## src/rtl/uart_mem_bridge.sv

```systemverilog
// UART <-> RAM bridge: LOAD packs received bytes little-endian into DATA_W-bit
// words and writes them out; DUMP reads words back and sends them byte by byte.
module uart_mem_bridge #(
  parameter int ADDR_W = 16,
  parameter int DATA_W = 8,
  parameter int RD_LAT = 2
) (
  input  logic              clk,
  input  logic              reset,
  input  logic              load_start,
  input  logic              dump_start,
  input  logic [ADDR_W-1:0] base_addr,
  input  logic [ADDR_W-1:0] xfer_len,
  input  logic              rx_done,
  input  logic [7:0]        rx_byte,
  input  logic              tx_ready,
  output logic              tx_send,
  output logic [7:0]        tx_byte,
  output logic              mem_we,
  output logic [ADDR_W-1:0] mem_addr,
  output logic [DATA_W-1:0] mem_wdata,
  input  logic [DATA_W-1:0] mem_rdata,
  output logic              busy,
  output logic              done,
  output logic              overrun,
  output logic [3:0]        state_dbg
);

  localparam int BPW = DATA_W / 8;
  localparam int KW  = (BPW > 1) ? $clog2(BPW) : 1;
  localparam int LW  = $clog2(RD_LAT + 1);
  localparam logic [KW-1:0] K_LAST = KW'(BPW - 1);

  typedef enum logic [3:0] {
    S_IDLE    = 4'd0,
    S_RX_WAIT = 4'd1,
    S_RX_WR   = 4'd2,
    S_RX_ADV  = 4'd3,
    S_TX_RD   = 4'd4,
    S_TX_REQ  = 4'd5,
    S_TX_ACK  = 4'd6,
    S_TX_FIN  = 4'd7,
    S_TX_ADV  = 4'd8,
    S_DONE    = 4'd9
  } state_t;

  state_t              state_q;
  logic [ADDR_W:0]     cnt_q;
  logic [KW-1:0]       k_q;
  logic [LW-1:0]       lat_q;
  logic [ADDR_W-1:0]   addr_q;
  logic [DATA_W-1:0]   wdata_q;
  logic [DATA_W-1:0]   shift_q;
  logic [7:0]          tx_byte_q;
  logic                tx_send_q;
  logic                mem_we_q;
  logic                done_q;
  logic                overrun_q;
  logic [ADDR_W:0]     len_d;

  function automatic logic [DATA_W-1:0] put_lane(input logic [DATA_W-1:0] w,
                                                  input logic [KW-1:0] k,
                                                  input logic [7:0] b);
    logic [DATA_W-1:0] r;
    r = w;
    for (int j = 0; j < BPW; j++)
      if (k == KW'(j)) r[8*j +: 8] = b;
    return r;
  endfunction

  function automatic logic [7:0] get_lane(input logic [DATA_W-1:0] w,
                                          input logic [KW-1:0] k);
    logic [7:0] r;
    r = w[7:0];
    for (int j = 0; j < BPW; j++)
      if (k == KW'(j)) r = w[8*j +: 8];
    return r;
  endfunction

  // A zero length encodes the full 2^ADDR_W-word address space.
  always_comb begin
    len_d = {1'b0, xfer_len};
    if (xfer_len == '0) len_d = {1'b1, {ADDR_W{1'b0}}};
  end

  always_ff @(posedge clk) begin
    if (reset) begin
      state_q   <= S_IDLE;
      cnt_q     <= '0;
      k_q       <= '0;
      lat_q     <= '0;
      addr_q    <= '0;
      wdata_q   <= '0;
      tx_byte_q <= '0;
      tx_send_q <= 1'b0;
      mem_we_q  <= 1'b0;
      done_q    <= 1'b0;
      overrun_q <= 1'b0;
    end else begin
      tx_send_q <= 1'b0;
      mem_we_q  <= 1'b0;
      done_q    <= 1'b0;
      if (rx_done && (state_q == S_RX_WR || state_q == S_RX_ADV)) overrun_q <= 1'b1;
      case (state_q)
        S_IDLE: begin
          k_q   <= '0;
          lat_q <= '0;
          if (load_start) begin
            state_q   <= S_RX_WAIT;
            addr_q    <= base_addr;
            cnt_q     <= len_d;
            overrun_q <= 1'b0;
          end else if (dump_start) begin
            state_q <= S_TX_RD;
            addr_q  <= base_addr;
            cnt_q   <= len_d;
          end
        end
        S_RX_WAIT: begin
          if (rx_done) begin
            wdata_q <= put_lane(wdata_q, k_q, rx_byte);
            if (k_q == K_LAST) begin
              state_q  <= S_RX_WR;
              mem_we_q <= 1'b1;
            end else begin
              k_q <= k_q + KW'(1);
            end
          end
        end
        S_RX_WR: state_q <= S_RX_ADV;
        S_RX_ADV: begin
          cnt_q  <= cnt_q - (ADDR_W+1)'(1);
          addr_q <= addr_q + ADDR_W'(1);
          k_q    <= '0;
          if (cnt_q == (ADDR_W+1)'(1)) begin
            state_q <= S_DONE;
            done_q  <= 1'b1;
          end else begin
            state_q <= S_RX_WAIT;
          end
        end
        // Address has been stable for RD_LAT cycles when lat_q reaches RD_LAT.
        S_TX_RD: begin
          if (lat_q == LW'(RD_LAT)) begin
            shift_q <= mem_rdata;
            lat_q   <= '0;
            state_q <= S_TX_REQ;
          end else begin
            lat_q <= lat_q + LW'(1);
          end
        end
        S_TX_REQ: begin
          if (tx_ready) begin
            tx_send_q <= 1'b1;
            tx_byte_q <= get_lane(shift_q, k_q);
            state_q   <= S_TX_ACK;
          end
        end
        S_TX_ACK: if (!tx_ready) state_q <= S_TX_FIN;
        S_TX_FIN: begin
          if (tx_ready) begin
            if (k_q == K_LAST) begin
              state_q <= S_TX_ADV;
            end else begin
              k_q     <= k_q + KW'(1);
              state_q <= S_TX_REQ;
            end
          end
        end
        S_TX_ADV: begin
          cnt_q  <= cnt_q - (ADDR_W+1)'(1);
          addr_q <= addr_q + ADDR_W'(1);
          k_q    <= '0;
          if (cnt_q == (ADDR_W+1)'(1)) begin
            state_q <= S_DONE;
            done_q  <= 1'b1;
          end else begin
            state_q <= S_TX_RD;
          end
        end
        S_DONE:  state_q <= S_IDLE;
        default: state_q <= S_IDLE;
      endcase
    end
  end

  assign tx_send   = tx_send_q;
  assign tx_byte   = tx_byte_q;
  assign mem_we    = mem_we_q;
  assign mem_addr  = addr_q;
  assign mem_wdata = wdata_q;
  assign busy      = (state_q != S_IDLE);
  assign done      = done_q;
  assign overrun   = overrun_q;
  assign state_dbg = state_q;

endmodule

```

## config.mk

```make
export PLATFORM = sky130hd
export DESIGN_NAME = uart_mem_bridge
export DESIGN_NICKNAME = d
export VERILOG_FILES = /design/src/rtl/uart_mem_bridge.sv
export SDC_FILE = /design/constraint.sdc
export NUM_CORES = 1
export LEC_CHECK = 0
export BUFFER_PORTS_ARGS = -buffer_cell sky130_fd_sc_hd__buf_2
export CAP_MARGIN = 5
export CORE_ASPECT_RATIO = 1.25
export CORE_MARGIN = 2
export CORE_UTILIZATION = 25
export DETAILED_ROUTE_END_ITERATION = 8
export PLACE_DENSITY_LB_ADDON = 0.1
export SYNTH_ARGS = -nofsm -noshare
export SYNTH_HDL_FRONTEND = slang
export SYNTH_SLANG_ARGS = --single-unit
```

## constraint.sdc

```tcl
create_clock -name clk -period 4.4 [get_ports clk]
set_clock_uncertainty 0.1 [all_clocks]
set_input_delay 0.22 -clock clk [delete_from_list [all_inputs] [get_ports clk]]
set_output_delay 0.22 -clock clk [all_outputs]
set_load 0.02 [all_outputs]
```

==> results of run 1 <==
## worst paths after layout
| kind | to | slack, ns | cells after the start |
|---|---|---|---|
| setup / recovery | cnt_q[0] | 1.54 | 5 |
| hold reg to reg | tx_byte[2] | 0.38 | 2 |
| hold / removal | mem_wdata[4] | 0.01 | 3 |
| setup reg to reg | cnt_q[0] | 1.54 | 5 |
## sequential cells by signal (all words and copies together) (netlist names)
signal and count:
cnt_q 17, done 1, mem_wdata 8, overrun 1
lat_q 2, mem_addr 16, mem_we 1, state_dbg 4
tx_byte 8, shift_q 8, tx_send 1
## metal layers
metal  routed length, um  part of all wire
met1                4804              0.46
met2                5114              0.48
met3                 540             0.051
met4                  93            0.0088
met5                   0                 0
## synth_stat cells, types with 8 or more instances
master	number	area (um2)
sky130_fd_sc_hd__buf_2	9	45.04
sky130_fd_sc_hd__edfxtp_1	8	240.2
sky130_fd_sc_hd__nor2_1	53	198.9
sky130_fd_sc_hd__a211oi_1	9	67.56
sky130_fd_sc_hd__clkbuf_1	19	71.32
sky130_fd_sc_hd__o21ai_0	26	130.1
sky130_fd_sc_hd__dfxtp_1	59	1181
sky130_fd_sc_hd__nor3_1	14	70.07
sky130_fd_sc_hd__mux2i_1	16	160.2
sky130_fd_sc_hd__nand3_1	13	65.06
sky130_fd_sc_hd__nand2_1	28	105.1
sky130_fd_sc_hd__nor4_1	8	50.05
sky130_fd_sc_hd__a21oi_1	32	160.2
## cells in the final DEF, fill, tap and decap left out, types with 3 or more instances in the layout
cell type,synthesis,final
sky130_fd_sc_hd__a31oi_1,5,5
sky130_fd_sc_hd__nand2_1,28,28
sky130_fd_sc_hd__mux2i_1,16,16
sky130_fd_sc_hd__ha_1,3,3
sky130_fd_sc_hd__nor2_1,53,52
sky130_fd_sc_hd__nor4_1,8,8
sky130_fd_sc_hd__a21oi_1,32,32
sky130_fd_sc_hd__a21o_1,6,6
sky130_fd_sc_hd__o21ai_0,26,26
sky130_fd_sc_hd__and4_1,3,3
sky130_fd_sc_hd__or4_1,3,3
sky130_fd_sc_hd__buf_4,0,5
sky130_fd_sc_hd__o22ai_1,5,5
sky130_fd_sc_hd__inv_1,7,7
sky130_fd_sc_hd__nand3_1,13,13
sky130_fd_sc_hd__a221oi_1,4,4
sky130_fd_sc_hd__clkbuf_16,0,9
sky130_fd_sc_hd__o211ai_1,3,3
sky130_fd_sc_hd__a32o_1,3,3
sky130_fd_sc_hd__a211oi_1,9,9
sky130_fd_sc_hd__edfxtp_1,8,8
sky130_fd_sc_hd__nand4_1,6,6
sky130_fd_sc_hd__a22oi_1,3,3
sky130_fd_sc_hd__o32ai_1,3,3
sky130_fd_sc_hd__buf_2,9,94
sky130_fd_sc_hd__or3_1,3,3
sky130_fd_sc_hd__dlygate4sd3_1,0,9
sky130_fd_sc_hd__nor3_1,14,14
sky130_fd_sc_hd__inv_6,0,4
sky130_fd_sc_hd__dfxtp_1,59,59
sky130_fd_sc_hd__or2_2,3,3
## worst max-delay path, delay by kind of cell (launching register included)
family	cells	cell delay, ns
AO/OA/AOI/OAI	2	0.41
flip-flops	1	0.72
AND/OR/NAND/NOR	3	1.48
## layout make-up
| type | instances | area [um2] |
|---|---|---|
| Clock buffer | 9 | 225.2 |
| Clock inverter | 7 | 65.06 |
| Fill cell | 1443 | 8887 |
| Inverter | 7 | 26.28 |
| Multi-Input combinational cell | 299 | 1853 |
| Sequential cell | 67 | 1421 |
| Tap cell | 171 | 214.0 |
| Timing Repair Buffer | 108 | 598.1 |
## power by group through the flow
stage | registers (mW) | clock network, mW | logic [mW]
after floorplan | 0.997 | 0 | 0.794
after global placement | 0.985 | 0 | 1.15
after detailed placement | 0.985 | 0 | 1.15
after CTS | 0.973 | 0.743 | 1.16
after global routing | 1.01 | 0.764 | 1.28
final | 0.975 | 0.718 | 1.15
## timing repair
item | CTS | global route
endpoints found under the hold margin | 9 | 0
endpoints found under the setup margin | 0 | 0
hold buffers | 9 | 0
## stage by stage
step	cell area, um2	total power, mW	setup slack, ns
floorplan	3412	1.790	2.095
global placement	4023	2.134	1.602
detailed placement	4023	2.138	1.579
CTS	4403	2.880	1.556
global route	4403	3.051	1.233
finish	4403	2.845	1.541
## kinds of logic (layout without fill, tap and decap cells)
family	Yosys count	in the layout	synth area share
AND/OR/NAND/NOR	151	151	0.2230
AO/OA/AOI/OAI	124	124	0.2439
flip-flops	67	67	0.4166
buffers and inverters	37	131	0.04437
multiplexers	18	18	0.05354
adder cells (fa/ha/maj)	3	3	0.01100
XOR/XNOR	3	3	0.007702
==> impl_metrics.env, run 1 <==
export IMPL_status="complete, no violations"
export IMPL_leakage_nw=1.793
export IMPL_core_box_area_um2=13290
export IMPL_cts_setup_buffers=0
export IMPL_cpMaxStageDelayCell="sky130_fd_sc_hd__dfxtp_1"
export IMPL_final_total_negative_setup_slack_ns=0
export IMPL_port_buffers=94
export IMPL_ys_seq_elements=67
export IMPL_drt_vias_per_instance=5.096
export IMPL_required_time_reported_for_the_critical_path_endpoint_ns=4.51
export IMPL_initial_utilization=0.2567
export IMPL_synth_area_per_cell_um2=8.467
export IMPL_layout_core_utilization=0.3313
export IMPL_drcViolationCount=0
export IMPL_finalNonFillerCells=668
export IMPL_final_number_of_max_transition_violations=0
export IMPL_post_detailed_route_count_of_antenna_violating_nets=0
export IMPL_ratio_of_cells_with_drive_above_1_in_the_final_layout=0.2656
export IMPL_timing_setup_critical_path_class="flip-flop to flip-flop"
export IMPL_slew_limit_headroom=0.3489
export IMPL_synth_cells=403
export IMPL_drt_first_iter_violations=97
export IMPL_globalRoute_busiestLayer="met2"
export IMPL_grt_pass1_vias=3358
export IMPL_routed_via_count=3404
export IMPL_synthArstFlopShare=0
export IMPL_numCtsBuffers=9
export IMPL_r2r_start="state_dbg[0]"
export IMPL_max_freq_mhz=349.8
export IMPL_globalplace_congestion=0.8084
export IMPL_critical_path_startpoint_type="flip-flop"
export IMPL_top_level_ports=95
export IMPL_global_route_met2_utilization=0.2476
export IMPL_clk_insertion_delay_late_ns=0.34
export IMPL_combPwrFrac=0.405
export IMPL_synth_top_flop_cell="sky130_fd_sc_hd__dfxtp_1"
export IMPL_grt_pass1_wl_um=17020
export IMPL_antenna_violations_before_repair=0
export IMPL_std_cell_rows=47
export IMPL_netSwitchingPower_mw=1.228
export IMPL_fraction_of_power_consumed_by_sequential_logic=0.343
export IMPL_syn_nets=460
export IMPL_netlist_area_um2=3412
export IMPL_synth_lib_cells_used_distinct=64
export IMPL_diodes=0
export IMPL_sw_frac_of_total=0.4316
export IMPL_hpwl_um=7165
export IMPL_die_height_um=134.6
export IMPL_wl_per_cell_um=15.80
export IMPL_wl_um=10550
export IMPL_maxCapViolations=0
export IMPL_area_growth_pct=29.04
export IMPL_post_synth_edffs=8
export IMPL_drt_first_pass_iters=4
export IMPL_critPathMaxFanout=35
export IMPL_tritoncts="yes"
export IMPL_max_h_tree_level=3
export IMPL_vdd_ir_drop_max_v=0.0002287
export IMPL_fp_dieW_um=108.5
export IMPL_hold_path_startpoint="rx_byte[4]"
export IMPL_clockRootBuffer="sky130_fd_sc_hd__clkbuf_16"
export IMPL_grt_use_met3=0.03234
export IMPL_worst_slew_pin_transition_ns=0.9767
export IMPL_globalRouteMet1Util=0.1840
export IMPL_setup_viol_count_final=0
export IMPL_globalRouteTotalUtil=0.1485
export IMPL_grt_start_max_net_pins=49
export IMPL_timing_critical_path_cells="nor4bb_1 -> or2_2 -> nor2_1 -> a221oi_1 -> a211oi_1"
export IMPL_cpPeakStageDelay_ns=0.72
export IMPL_dp_cells=643
export IMPL_min_period_over_period=0.6498
export IMPL_grt_ovfl_total=0
export IMPL_holdCritPathClass="input port to flip-flop"
export IMPL_power_internal_mw=1.617
export IMPL_arrival_ns=2.97
export IMPL_final_period_minus_worst_setup_slack_ns=2.859
export IMPL_holdWs_ns=0.01256
export IMPL_power_density_nw_per_um2=646.2
export IMPL_post_cts_resize_count=0
export IMPL_synth_yosys_warnings=0
export IMPL_seq_area_frac_synth=0.4166
export IMPL_clkPwrFrac=0.253
export IMPL_critPathLaunch="state_dbg[0]"
export IMPL_final_net_count=549
export IMPL_die_area_um2=14600
export IMPL_cp_end_kind="flip-flop"
export IMPL_cts_path_max_buffers=2
export IMPL_rsz_0062_raised_after_global_routing="no"
export IMPL_number_of_failing_hold_endpoints_at_the_final_stage=0
export IMPL_number_of_sinks_driven_by_the_clock_tree=67
export IMPL_worst_setup_hold_path_clk_slew_ns=0.07
(Power assumes the default switching activity.)
==> run 2: changes to the inputs <==
==> constraint.sdc (replaced) <==
create_clock -name clk -period 2.3 [get_ports clk]
set_clock_uncertainty 0.1 [all_clocks]
set_input_delay 0.115 -clock clk [delete_from_list [all_inputs] [get_ports clk]]
set_output_delay 0.115 -clock clk [all_outputs]
set_load 0.02 [all_outputs]
==> impl_metrics.env, run 2 (same netlist as run 1, synthesis figures left out) <==
export IMPL_hpwl_um=7583
export IMPL_setup_viol_count_final=0
export IMPL_power_density_nw_per_um2=1184
export IMPL_critPathMaxFanout=4
export IMPL_fp_dieW_um=108.5
export IMPL_drt_vias_per_instance=5.032
export IMPL_final_period_minus_worst_setup_slack_ns=2.206
export IMPL_final_net_count=595
export IMPL_port_buffers=94
export IMPL_max_h_tree_level=3
export IMPL_required_time_reported_for_the_critical_path_endpoint_ns=2.43
export IMPL_die_area_um2=14600
export IMPL_final_number_of_max_transition_violations=0
export IMPL_layout_cells_most_common_list="sky130_fd_sc_hd__buf_2 (94), sky130_fd_sc_hd__dfxtp_1 (58), sky130_fd_sc_hd__nor2_1 (52)"
export IMPL_routed_via_count=3593
export IMPL_clk_insertion_delay_late_ns=0.34
export IMPL_numCtsBuffers=9
export IMPL_hold_depth=3
export IMPL_worst_setup_hold_path_clk_slew_ns=0.06
export IMPL_cts_setup_buffers=0
export IMPL_place_worst_setup_slack_ns=0.01728
export IMPL_number_of_sinks_driven_by_the_clock_tree=67
export IMPL_holdWs_ns=0.007226
export IMPL_vdd_ir_drop_max_v=0.0003781
export IMPL_ratio_of_cells_with_drive_above_1_in_the_final_layout=0.2928
export IMPL_max_freq_mhz=453.3
export IMPL_worst_slew_pin_transition_ns=0.5164
export IMPL_leakage_nw=2.025
export IMPL_globalRouteTotalUtil=0.1511
export IMPL_diodes=0
export IMPL_top_level_ports=95
export IMPL_regToRegSetupSlack_ns=0.09
export IMPL_maxCapViolations=0
export IMPL_grt_pass1_vias=3381
export IMPL_post_detailed_route_count_of_antenna_violating_nets=0
export IMPL_arrival_ns=2.33
export IMPL_timing_setup_critical_path_class="flip-flop to flip-flop"
export IMPL_globalplace_congestion=0.7758
export IMPL_rsz_0062_raised_after_global_routing="no"
export IMPL_status="complete, no violations"
export IMPL_cts_path_max_buffers=2
export IMPL_final_total_negative_setup_slack_ns=0
export IMPL_die_height_um=134.6
export IMPL_core_box_area_um2=13290
export IMPL_setup_slack_ns=0.09407
export IMPL_grt_ovfl_total=0
export IMPL_rr_endpoint="cnt_q[12]"
export IMPL_drt_first_pass_iters=4
export IMPL_wl_per_cell_um=15.19
export IMPL_worst_r2r_cell_count=7
export IMPL_initial_utilization=0.2567
export IMPL_std_cell_rows=47
export IMPL_final_common_cell="sky130_fd_sc_hd__buf_2"
export IMPL_number_of_failing_hold_endpoints_at_the_final_stage=0
export IMPL_min_to="mem_addr[13]"
export IMPL_most_flops_register="cnt_q"
export IMPL_holdCritPathClass="input port to flip-flop"
export IMPL_cp_end_kind="flip-flop"
export IMPL_antenna_violations_before_repair=0
export IMPL_area_growth_pct=42.57
export IMPL_wl_um=10850
export IMPL_largest_reg_flops=17
export IMPL_critical_path_startpoint_type="flip-flop"
export IMPL_hold_path_startpoint="base_addr[13]"
export IMPL_slew_limit_headroom=0.6547
export IMPL_clockRootBuffer="sky130_fd_sc_hd__clkbuf_16"
export IMPL_tritoncts="yes"
export IMPL_drt_first_iter_violations=139
export IMPL_r2r_start="cnt_q[1]"
export IMPL_min_period_over_period=0.9591
export IMPL_grt_start_max_net_pins=35
export IMPL_drcViolationCount=0
export IMPL_grt_pass1_wl_um=17120
-- run 2: cell types whose count changed in the layout (fill, tap and decap cells not counted), sizes merged --
cell	delta
bufinv	+1
inv	-6
dlygate4sd3	+21
clkinvlp	-1
clkinv	+5
clkbuf	+1
buf	+25
-- run 2: how the worst max path moves through the flow --
stage | startpoint | endpoint | slack (ns) | cells after the start
6_report | cnt_q[1] | cnt_q[12] | 0.09 | 7
5_1_grt | cnt_q[0] | cnt_q[12] | 0.004 | 7
4_1_cts | cnt_q[1] | cnt_q[12] | 0.01 | 7
3_5_place_dp | cnt_q[1] | cnt_q[12] | 0.02 | 7
3_3_place_gp | cnt_q[1] | cnt_q[12] | 0.06 | 7
2_1_floorplan | cnt_q[0] | cnt_q[12] | 0.005 | 8
-- run 2: repair_timing --
item	4_1_cts	5_1_grt
hold buffers	30	0
setup endpoints to repair	0	2
hold endpoints to repair	30	0
resized for setup	0	7
-- run 2: per-layer routing --
metal,global-route usage,vias to the layer above,routed length [um],part of all wire
met2,0.2441,117,5225,0.48
met5,0,-,0,0
met3,0.04247,17,733,0.068
met4,0.07479,0,229,0.021
li1,-,1778,-,-
met1,0.1829,1681,4660,0.43
-- run 2: final cells by class --
cell class                 count  area [um2]
clock buffer                  10       229.0
clock inverter                 6       56.30
fill                        1402        8426
inverter                       7       26.28
multi-input combinational    299        1883
sequential                    67        1423
tap                          171       214.0
timing repair buffer         154        1033
-- run 2: critical path, cell delays in order, from the launching register on --
cell and delay (ns):
sky130_fd_sc_hd__dfxtp_2 0.33, sky130_fd_sc_hd__inv_2 0.07, sky130_fd_sc_hd__ha_2 0.17, sky130_fd_sc_hd__or4b_2 0.60, sky130_fd_sc_hd__or2_4 0.30, sky130_fd_sc_hd__o41ai_4 0.20
sky130_fd_sc_hd__nand2_1 0.08, sky130_fd_sc_hd__a32o_1 0.25
-- run 2: per-stage QoR --
| stage | area (um2) | total power [mW] | util | std cells |
|---|---|---|---|---|
| finish | 4865 | 5.760 | 0.3660 | 714 |
| global route | 4865 | 6.172 | 0.3660 | 714 |
| CTS | 4833 | 5.763 | 0.3637 | 714 |
| detailed placement | 4248 | 4.325 | 0.3196 | 668 |
| global placement | 4248 | 4.312 | 0.3196 | 668 |
| floorplan | 3421 | 3.446 | - | 403 |
-- run 2: where the power goes --
| part | internal, mW | total [mW] | switching (mW) |
|---|---|---|---|
| Sequential | 1.47 | 1.81 | 0.345 |
| Clock | 0.830 | 1.36 | 0.530 |
| Combinational | 1.10 | 2.59 | 1.49 |
| Total | 3.40 | 5.76 | 2.36 |
